$ cat src/rtl/tinyfpga_pkg.sv
`default_nettype none
// ============================================================================
//  Module      : tinyfpga_pkg
//  Description : Shared definitions for the island-style fabric tiles:
//                switch-block select encodings, side indices, side-rotation
//                helpers and the config-bitstream size derivations used by
//                both the tile RTL and the bitstream-packing bench.
//  Revision    : 1.0 - initial release
// ============================================================================
package tinyfpga_pkg;

    // Side indices, also the order of the switch-block fields in the bitstream.
    localparam int SIDE_N = 0;
    localparam int SIDE_S = 1;
    localparam int SIDE_E = 2;
    localparam int SIDE_W = 3;

    // Per-output-track switch-block source select.
    typedef enum logic [1:0] {
        SB_STRAIGHT = 2'd0,
        SB_LEFT     = 2'd1,
        SB_RIGHT    = 2'd2,
        SB_CLB      = 2'd3
    } sb_sel_e;

    typedef enum logic [0:0] {
        CFG_IDLE = 1'b0,
        CFG_LOAD = 1'b1
    } cfg_state_e;

    function automatic int clog2(input int value);
        int result;
        int rem;
        result = 0;
        rem    = value - 1;
        while (rem > 0) begin
            result = result + 1;
            rem    = rem >> 1;
        end
        return result;
    endfunction

    function automatic int lut_bits(input int lut_k);
        return 1 << lut_k;
    endfunction

    function automatic int sel_w(input int tracks);
        return clog2(2 * tracks);
    endfunction

    // LUT table | reg_en | CB selects | SB selects (4 sides x tracks x 2 bits)
    function automatic int cfg_w(input int tracks, input int lut_k);
        return lut_bits(lut_k) + 1 + lut_k * sel_w(tracks) + 8 * tracks;
    endfunction

    function automatic int nwords(input int tracks, input int lut_k, input int bus_w);
        return (cfg_w(tracks, lut_k) + bus_w - 1) / bus_w;
    endfunction

    // Source side for an output on side s. Left of N is W, right of N is E;
    // the other sides are the same picture rotated.
    function automatic int sb_opposite(input int s);
        case (s)
            SIDE_N:  return SIDE_S;
            SIDE_S:  return SIDE_N;
            SIDE_E:  return SIDE_W;
            default: return SIDE_E;
        endcase
    endfunction

    function automatic int sb_left(input int s);
        case (s)
            SIDE_N:  return SIDE_W;
            SIDE_S:  return SIDE_E;
            SIDE_E:  return SIDE_N;
            default: return SIDE_S;
        endcase
    endfunction

    function automatic int sb_right(input int s);
        case (s)
            SIDE_N:  return SIDE_E;
            SIDE_S:  return SIDE_W;
            SIDE_E:  return SIDE_S;
            default: return SIDE_N;
        endcase
    endfunction

endpackage
`default_nettype wire

$ cat src/rtl/pe_clb.sv
`default_nettype none
// ============================================================================
//  Module      : pe_clb
//  Description : K-input LUT with an optional output flop.
//  Ports       : clk, rst_n (async active-low)
//                lut_table [2**LUT_K] - truth table, indexed by lut_in
//                reg_en               - 1: registered output, 0: combinational
//                lut_in    [LUT_K]    - LUT inputs from the connection box
//                clb_out              - CLB result
//  Revision    : 1.0 - initial release
// ============================================================================
module pe_clb
    import tinyfpga_pkg::*;
#(
    parameter int LUT_K = 2
) (
    input  logic                         clk,
    input  logic                         rst_n,
    input  logic [lut_bits(LUT_K)-1:0]   lut_table,
    input  logic                         reg_en,
    input  logic [LUT_K-1:0]             lut_in,
    output logic                         clb_out
);

    logic lut_out;
    logic lut_q;

    assign lut_out = lut_table[lut_in];

    always_ff @(posedge clk or negedge rst_n) begin
        if (!rst_n) begin
            lut_q <= 1'b0;
        end else begin
            lut_q <= lut_out;
        end
    end

    assign clb_out = reg_en ? lut_q : lut_out;

endmodule
`default_nettype wire

$ cat src/rtl/pe_tile_param.sv
`default_nettype none
// ============================================================================
//  Module      : pe_tile_param
//  Description : Parametrised PE tile: LUT CLB (pe_clb), connection box and a
//                four-sided switch block, configured word-serially over a
//                shared config bus. Staged words commit atomically into the
//                active configuration on the last word of a sequence.
//  Ports       : clk, rst_n (async active-low)
//                config_en/config_start/config_addr/config_data - config bus
//                config_done       - 1-cycle pulse after a full commit
//                in_n/s/e/w        - incoming tracks, out_n/s/e/w - outgoing
//                clb_out           - CLB result
//                PE_TILE_READBACK_EN adds config_rd_en, config_rd_data,
//                config_rd_valid (word-serial readback of the active config).
//  Revision    : 1.0 - initial release
// ============================================================================
module pe_tile_param
    import tinyfpga_pkg::*;
#(
    parameter int                ADDR_W  = 8,
    parameter logic [ADDR_W-1:0] ADDRESS = {ADDR_W{1'b0}},
    parameter int                BUS_W   = 8,
    parameter int                TRACKS  = 4,
    parameter int                LUT_K   = 2
) (
    input  logic               clk,
    input  logic               rst_n,
    input  logic               config_en,
    input  logic               config_start,
    input  logic [ADDR_W-1:0]  config_addr,
    input  logic [BUS_W-1:0]   config_data,
    output logic               config_done,
`ifdef PE_TILE_READBACK_EN
    input  logic               config_rd_en,
    output logic [BUS_W-1:0]   config_rd_data,
    output logic               config_rd_valid,
`endif
    input  logic [TRACKS-1:0]  in_n,
    input  logic [TRACKS-1:0]  in_s,
    input  logic [TRACKS-1:0]  in_e,
    input  logic [TRACKS-1:0]  in_w,
    output logic [TRACKS-1:0]  out_n,
    output logic [TRACKS-1:0]  out_s,
    output logic [TRACKS-1:0]  out_e,
    output logic [TRACKS-1:0]  out_w,
    output logic               clb_out
);

    localparam int LUT_BITS = lut_bits(LUT_K);
    localparam int SEL_W    = sel_w(TRACKS);
    localparam int REG_BIT  = LUT_BITS;
    localparam int CB_BASE  = LUT_BITS + 1;
    localparam int SB_BASE  = CB_BASE + LUT_K * SEL_W;
    localparam int CFG_W    = cfg_w(TRACKS, LUT_K);
    localparam int NWORDS   = nwords(TRACKS, LUT_K, BUS_W);
    localparam int CNT_W    = (NWORDS > 1) ? clog2(NWORDS) : 1;
    localparam logic [CNT_W-1:0] LAST_WORD = CNT_W'(NWORDS - 1);

    // ------------------------------------------------------------------
    // Config loader
    // ------------------------------------------------------------------
    cfg_state_e         state;
    cfg_state_e         state_nxt;
    logic [CNT_W-1:0]   cnt;
    logic [CNT_W-1:0]   cnt_nxt;
    logic [CFG_W-1:0]   staging;
    logic [CFG_W-1:0]   staging_nxt;
    logic [CFG_W-1:0]   active;
    logic [CFG_W-1:0]   active_nxt;
    logic               done_nxt;
    logic               wr_hit;

    assign wr_hit = config_en && (config_addr == ADDRESS);

    always_ff @(posedge clk or negedge rst_n) begin
        if (!rst_n) begin
            state       <= CFG_IDLE;
            cnt         <= '0;
            staging     <= '0;
            active      <= '0;
            config_done <= 1'b0;
        end else begin
            state       <= state_nxt;
            cnt         <= cnt_nxt;
            staging     <= staging_nxt;
            active      <= active_nxt;
            config_done <= done_nxt;
        end
    end

    always_comb begin
        state_nxt   = state;
        cnt_nxt     = cnt;
        staging_nxt = staging;
        active_nxt  = active;
        done_nxt    = 1'b0;
        if (config_start) begin
            state_nxt   = CFG_IDLE;
            cnt_nxt     = '0;
            staging_nxt = '0;
        end else if (wr_hit) begin
            // Staging only holds CFG_W bits, so padding bits of the last
            // word simply have no destination.
            for (int b = 0; b < CFG_W; b++) begin
                if (cnt == CNT_W'(b / BUS_W)) begin
                    staging_nxt[b] = config_data[b % BUS_W];
                end
            end
            if (cnt == LAST_WORD) begin
                // Commit the merged image on the same edge as the last word.
                active_nxt = staging_nxt;
                cnt_nxt    = '0;
                state_nxt  = CFG_IDLE;
                done_nxt   = 1'b1;
            end else begin
                cnt_nxt    = cnt + 1'b1;
                state_nxt  = CFG_LOAD;
            end
        end
    end

    // ------------------------------------------------------------------
    // Connection box: each LUT input picks one of {in_w, in_n}
    // ------------------------------------------------------------------
    logic [2*TRACKS-1:0] cb_src;
    logic [LUT_K-1:0]    lut_in;

    assign cb_src = {in_w, in_n};

    for (genvar i = 0; i < LUT_K; i++) begin : g_cb
        logic [SEL_W-1:0] sel;
        assign sel = active[CB_BASE + i*SEL_W +: SEL_W];
        if ((1 << SEL_W) == 2 * TRACKS) begin : g_full
            assign lut_in[i] = cb_src[sel];
        end else begin : g_guard
            assign lut_in[i] = (sel < SEL_W'(2 * TRACKS)) ? cb_src[sel] : 1'b0;
        end
    end

    // ------------------------------------------------------------------
    // CLB
    // ------------------------------------------------------------------
    pe_clb #(
        .LUT_K     (LUT_K)
    ) u_clb (
        .clk       (clk),
        .rst_n     (rst_n),
        .lut_table (active[LUT_BITS-1:0]),
        .reg_en    (active[REG_BIT]),
        .lut_in    (lut_in),
        .clb_out   (clb_out)
    );

    // ------------------------------------------------------------------
    // Switch block (flattened side-major: N, S, E, W)
    // ------------------------------------------------------------------
    logic [4*TRACKS-1:0] in_flat;
    logic [4*TRACKS-1:0] out_flat;

    assign in_flat = {in_w, in_e, in_s, in_n};

    for (genvar s = 0; s < 4; s++) begin : g_sb_side
        localparam int OPP   = sb_opposite(s);
        localparam int LEFT  = sb_left(s);
        localparam int RIGHT = sb_right(s);
        for (genvar t = 0; t < TRACKS; t++) begin : g_sb_track
            logic [1:0] sel;
            assign sel = active[SB_BASE + (s*TRACKS + t)*2 +: 2];
            assign out_flat[s*TRACKS + t] =
                (sel == SB_CLB)   ? clb_out                     :
                (sel == SB_RIGHT) ? in_flat[RIGHT*TRACKS + t]   :
                (sel == SB_LEFT)  ? in_flat[LEFT*TRACKS + t]    :
                                    in_flat[OPP*TRACKS + t];
        end
    end

    assign out_n = out_flat[SIDE_N*TRACKS +: TRACKS];
    assign out_s = out_flat[SIDE_S*TRACKS +: TRACKS];
    assign out_e = out_flat[SIDE_E*TRACKS +: TRACKS];
    assign out_w = out_flat[SIDE_W*TRACKS +: TRACKS];

`ifdef PE_TILE_READBACK_EN
    // ------------------------------------------------------------------
    // Readback of the active image, one word per matching read
    // ------------------------------------------------------------------
    localparam int RD_W = NWORDS * BUS_W;

    logic [CNT_W-1:0] rd_cnt;
    logic [RD_W-1:0]  active_pad;
    logic             rd_hit;

    assign active_pad = RD_W'(active);
    assign rd_hit     = config_rd_en && (config_addr == ADDRESS);

    always_ff @(posedge clk or negedge rst_n) begin
        if (!rst_n) begin
            rd_cnt          <= '0;
            config_rd_data  <= '0;
            config_rd_valid <= 1'b0;
        end else begin
            config_rd_valid <= 1'b0;
            if (config_start) begin
                rd_cnt <= '0;
            end else if (rd_hit) begin
                config_rd_data  <= BUS_W'(active_pad >> (rd_cnt * BUS_W));
                config_rd_valid <= 1'b1;
                rd_cnt          <= (rd_cnt == LAST_WORD) ? '0 : rd_cnt + 1'b1;
            end
        end
    end
`endif

endmodule
`default_nettype wire
$ cat config.mk
export PLATFORM = sky130hd
export DESIGN_NAME = pe_tile_param
export DESIGN_NICKNAME = d
export VERILOG_FILES = /design/src/rtl/tinyfpga_pkg.sv /design/src/rtl/pe_clb.sv /design/src/rtl/pe_tile_param.sv
export SDC_FILE = /design/constraint.sdc
export NUM_CORES = 1
export LEC_CHECK = 0
export CAP_MARGIN = 20
export CORE_UTILIZATION = 40
export DETAILED_ROUTE_END_ITERATION = 6
export DONT_BUFFER_PORTS = 1
export PLACE_DENSITY = 0.52
export SLEW_MARGIN = 10
export SYNTH_ARGS = -nofsm -noshare
export SYNTH_HDL_FRONTEND = slang
export SYNTH_SLANG_ARGS = --single-unit
$ cat constraint.sdc
create_clock -name clk -period 2.7 [get_ports clk]
set_clock_uncertainty 0.2 [all_clocks]
set_input_delay 0.54 -clock clk [delete_from_list [all_inputs] [get_ports clk]]
set_output_delay 0.54 -clock clk [all_outputs]
set_load 0.05 [all_outputs]
==> run_results.csv <==
group,metric,value,unit
outcome,status,"finished with violations",
outcome,failed_checks,"negative hold slack, negative setup slack",
die,die_h,108,um
power,vdd_drop_max,195,uV
critical_path,cp-start-kind,"register",
synthesis,synthAdderAreaFrac,0.281,%
synthesis,yosysUniqueCellTypes,30,
synthesis,ys_ff_latch,88,
drt,drt_iter0_markers,154,
final_layout,fin_area,0.00524,mm2
place,gp_congestion,0.772,
critical_path,r2r-start,"active[8]",
final_layout,antennaDiodeCount,0,
drt,drt-total-wl,10900,um
die,initial_core_util,41.1,%
die,fp-row-count,38,
critical_path,crit_arrival,2.38,ns
sta,min_period_over_period,116,%
synthesis,synth_top_family_by_area,"multiplexers",
power,p_sw,0.000560,W
synthesis,yosys.area_share.xor_xnor,0.197,%
global_routing,grt_overflow,0,
sta,fmax,0.320,GHz
power,comb_power_share,6.7,%
synthesis,synthesis.nets,408,
synthesis,syn_inst,371,
critical_path,cp-startpoint,"active[8]",
power,power.total,0.00236,W
critical_path,rrSetupSlack,0.46,ns
die,die_w,108,um
die,die_area,0.0116,mm2
power,p_sw_share,23.7,%
final_layout,synthToLayoutAreaGrowth,17.7,%
synthesis,synth-simple-area-share,10.6,%
sta,hold_viol_final,88,
global_routing,grt_max_degree,89,
final_layout,layout-drive-gt1-share,29.2,%
synthesis,synth_mux_area_share,30.8,%
critical_path,crit_required,1.96,ns
sta,finalSetupViolCount,17,
final_layout,final_nets,416,
die,coreArea,0.0108,mm2
synthesis,yosysTopAreaCell,"dfrtp_1",
global_routing,track_usage,20.9,%
drt,vias,2886,
sta,rsz0062_at_grt,"yes",
drt,antenna_left,0,
place,dp_hpwl,7240,um
synthesis,synth_top_area_share,49.4,%
min_path,hp-class,"in -> async",
drt,routedWlPerCell,20.8,um
power,power.share.clock,37.4,%
drt,dr.pass1.iters,4,
clock_tree,cts_buffers,9,
clock_tree,cts_tree,"yes",
flow_run,cap_violations,0,
synthesis,synth-compound-area-share,5.00,%
place,placed_area,0.00502,mm2
clock_tree,clock-sinks,88,
global_routing,antenna_found_initial,0,
sta,hold_slack,-0.335,ns
sta,finalCriticalPeriod,3.12,ns
critical_path,critical_path_class,"reg -> out",
sta,fin_ws,-0.424,ns
drt,via_per_inst,5.51,
synthesis,netlist_area,0.00445,mm2
synthesis,synth_area_leaders,"dfrtp_1 (49%), mux2i_1 (14%), mux4_2 (9.6%), mux2_2 (6.3%), nor2_1 (6.0%)",
global_routing,grt_first_pass_wirelength,17500,um
sta,relSlewSlack,61.9,%
critical_path,end_kind,"output pin",
power,powerDensity,450,mW/mm2
clock_tree,path_clk_slew,0.09,ns
power,p_int,0.00180,W
final_layout,fillCellCount,999,
place,io_buffer_count,0,
clock_tree,clock-root-buffer,"clkbuf_8",
power,seqPwrFrac,55.9,%
power,p_leak,2.48,nW
critical_path,crit_path_max_fanout,9,
sta,tightestPinTransition,0.571,ns
synthesis,ys_seq_area_share,49.4,%
clock_tree,worst_skew_pair.late_latency,0.36,ns
drt,drc,0,
synthesis,synth_warnings,0,
clock_tree,cts.htree.levels,3,
global_routing,grt_pass1_vias,2892,
place,pre_cts_slack,-0.156,ns
sta,slew_viol_final,0,
clock_tree,clock_path_buffers,2,
sta,tns,-6.91,ns
critical_path,r2r_end,"u_clb.lut_q",
synthesis,syn_avg_cell_area,12.0,um2
die,boundaryPins,54,
critical_path,worst-r2r-cell-count,6,
[Yosys cell counts]
cell type   n
buf_2       8
a21boi_0   12
o21ai_0     1
nand3b_1    4
mux2_1      3
a21oi_1    18
clkbuf_1   14
ha_1        1
nor3_1      2
nor2_1     71
nor4_4      1
mux2_2     25
buf_4       2
or4_4       2
nor4_2      1
inv_1       5
mux2i_1    63
o21bai_1    5
or2_2       1
nor4_1      1
nand4b_2    1
buf_6       3
nand2_1    13
buf_1       1
dfrtp_1    88
and3_1      1
nand2b_1    2
and2_1      2
xnor2_1     1
mux4_2     19
[state kept, by name (all words and copies together) (netlist names)]
signal	cells
config_done	1
staging	40
u_clb.lut_q	1
cnt	3
active	43
[power by group through the flow]
stage	combinational [W]	sequential (W)	clock, W
after global routing	0.000163	0.00132	0.000971
after CTS	0.000159	0.00132	0.000917
after global placement	0.000157	0.00134	0
final	0.000158	0.00132	0.000881
after detailed placement	0.000157	0.00134	0
after floorplan	0.000107	0.00134	0
[metal layers]
metal	routed length, um	vias to the layer above	track usage (%)
met3	476	9	3.39
met2	4910	64	30.7
li1	-	1328	-
met4	144	0	7.63
met1	5390	1485	30.8
met5	0	-	0
[cell usage in the layout, fill, tap and decap left out, types with 5 or more instances in the layout]
cell type | netlist | final
buf_12 | 0 | 18
clkbuf_8 | 0 | 11
a21boi_2 | 0 | 8
inv_1 | 5 | 5
dfrtp_1 | 88 | 86
buf_4 | 2 | 6
mux2i_1 | 63 | 62
mux2_2 | 25 | 24
mux4_2 | 19 | 19
a21oi_1 | 18 | 18
nand2_1 | 13 | 13
nor2_1 | 71 | 71
o21bai_4 | 0 | 5
[worst max-delay path, cell delays in order, from the launching register on]
cell and delay (ns):
dfrtp_2 0.46, mux2i_1 0.13, mux4_2 0.51, mux2i_1 0.16, mux2_4 0.41, a21boi_4 0.20
buf_12 0.15
[worst max-delay path by stage]
| stage | endpoint | slack [ns] | cells after the start |
|---|---|---|---|
| detailed placement | out_s[2] | -0.16 | 6 |
| floorplan | out_n[0] | -0.12 | 6 |
| finish | out_n[2] | -0.42 | 6 |
| global placement | out_e[2] | -0.12 | 6 |
| CTS | out_s[2] | -0.43 | 6 |
| global route | out_n[2] | -0.49 | 6 |
[logic make-up (layout without fill, tap and decap cells)]
logic type | count (synthesis) | after routing
compound gates | 36 | 36
mux | 110 | 111
simple gates | 102 | 102
xor+xnor | 1 | 1
fa+ha+maj | 1 | 1
buf+inv | 33 | 45
flops | 88 | 88
[per-stage QoR]
stage | util (%) | cells
floorplan | - | 371
global placement | 46.3 | 506
detailed placement | 46.3 | 506
CTS | 48.4 | 524
global route | 48.4 | 524
finish | 48.4 | 524
[final cells by class]
type,count,area [um2],share of cell area [%]
Multi-Input combinational cell,251,2250,42.9
Timing Repair Buffer,24,405,7.73
Clock inverter,5,38.8,0.740
Sequential cell,88,2200,42.1
Inverter,5,18.8,0.358
Tap cell,140,175,3.34
Clock buffer,11,151,2.89
[timing repair]
action / 4_1_cts / 5_1_grt
gates cloned: 1 / 0
resized for setup: 4 / 0
buffers inserted: 1 / 0
pin swaps: 0 / 0
setup endpoints to repair: 17 / 17
endpoints found under the hold margin: 88 / 88
(Power assumes the default switching activity.)
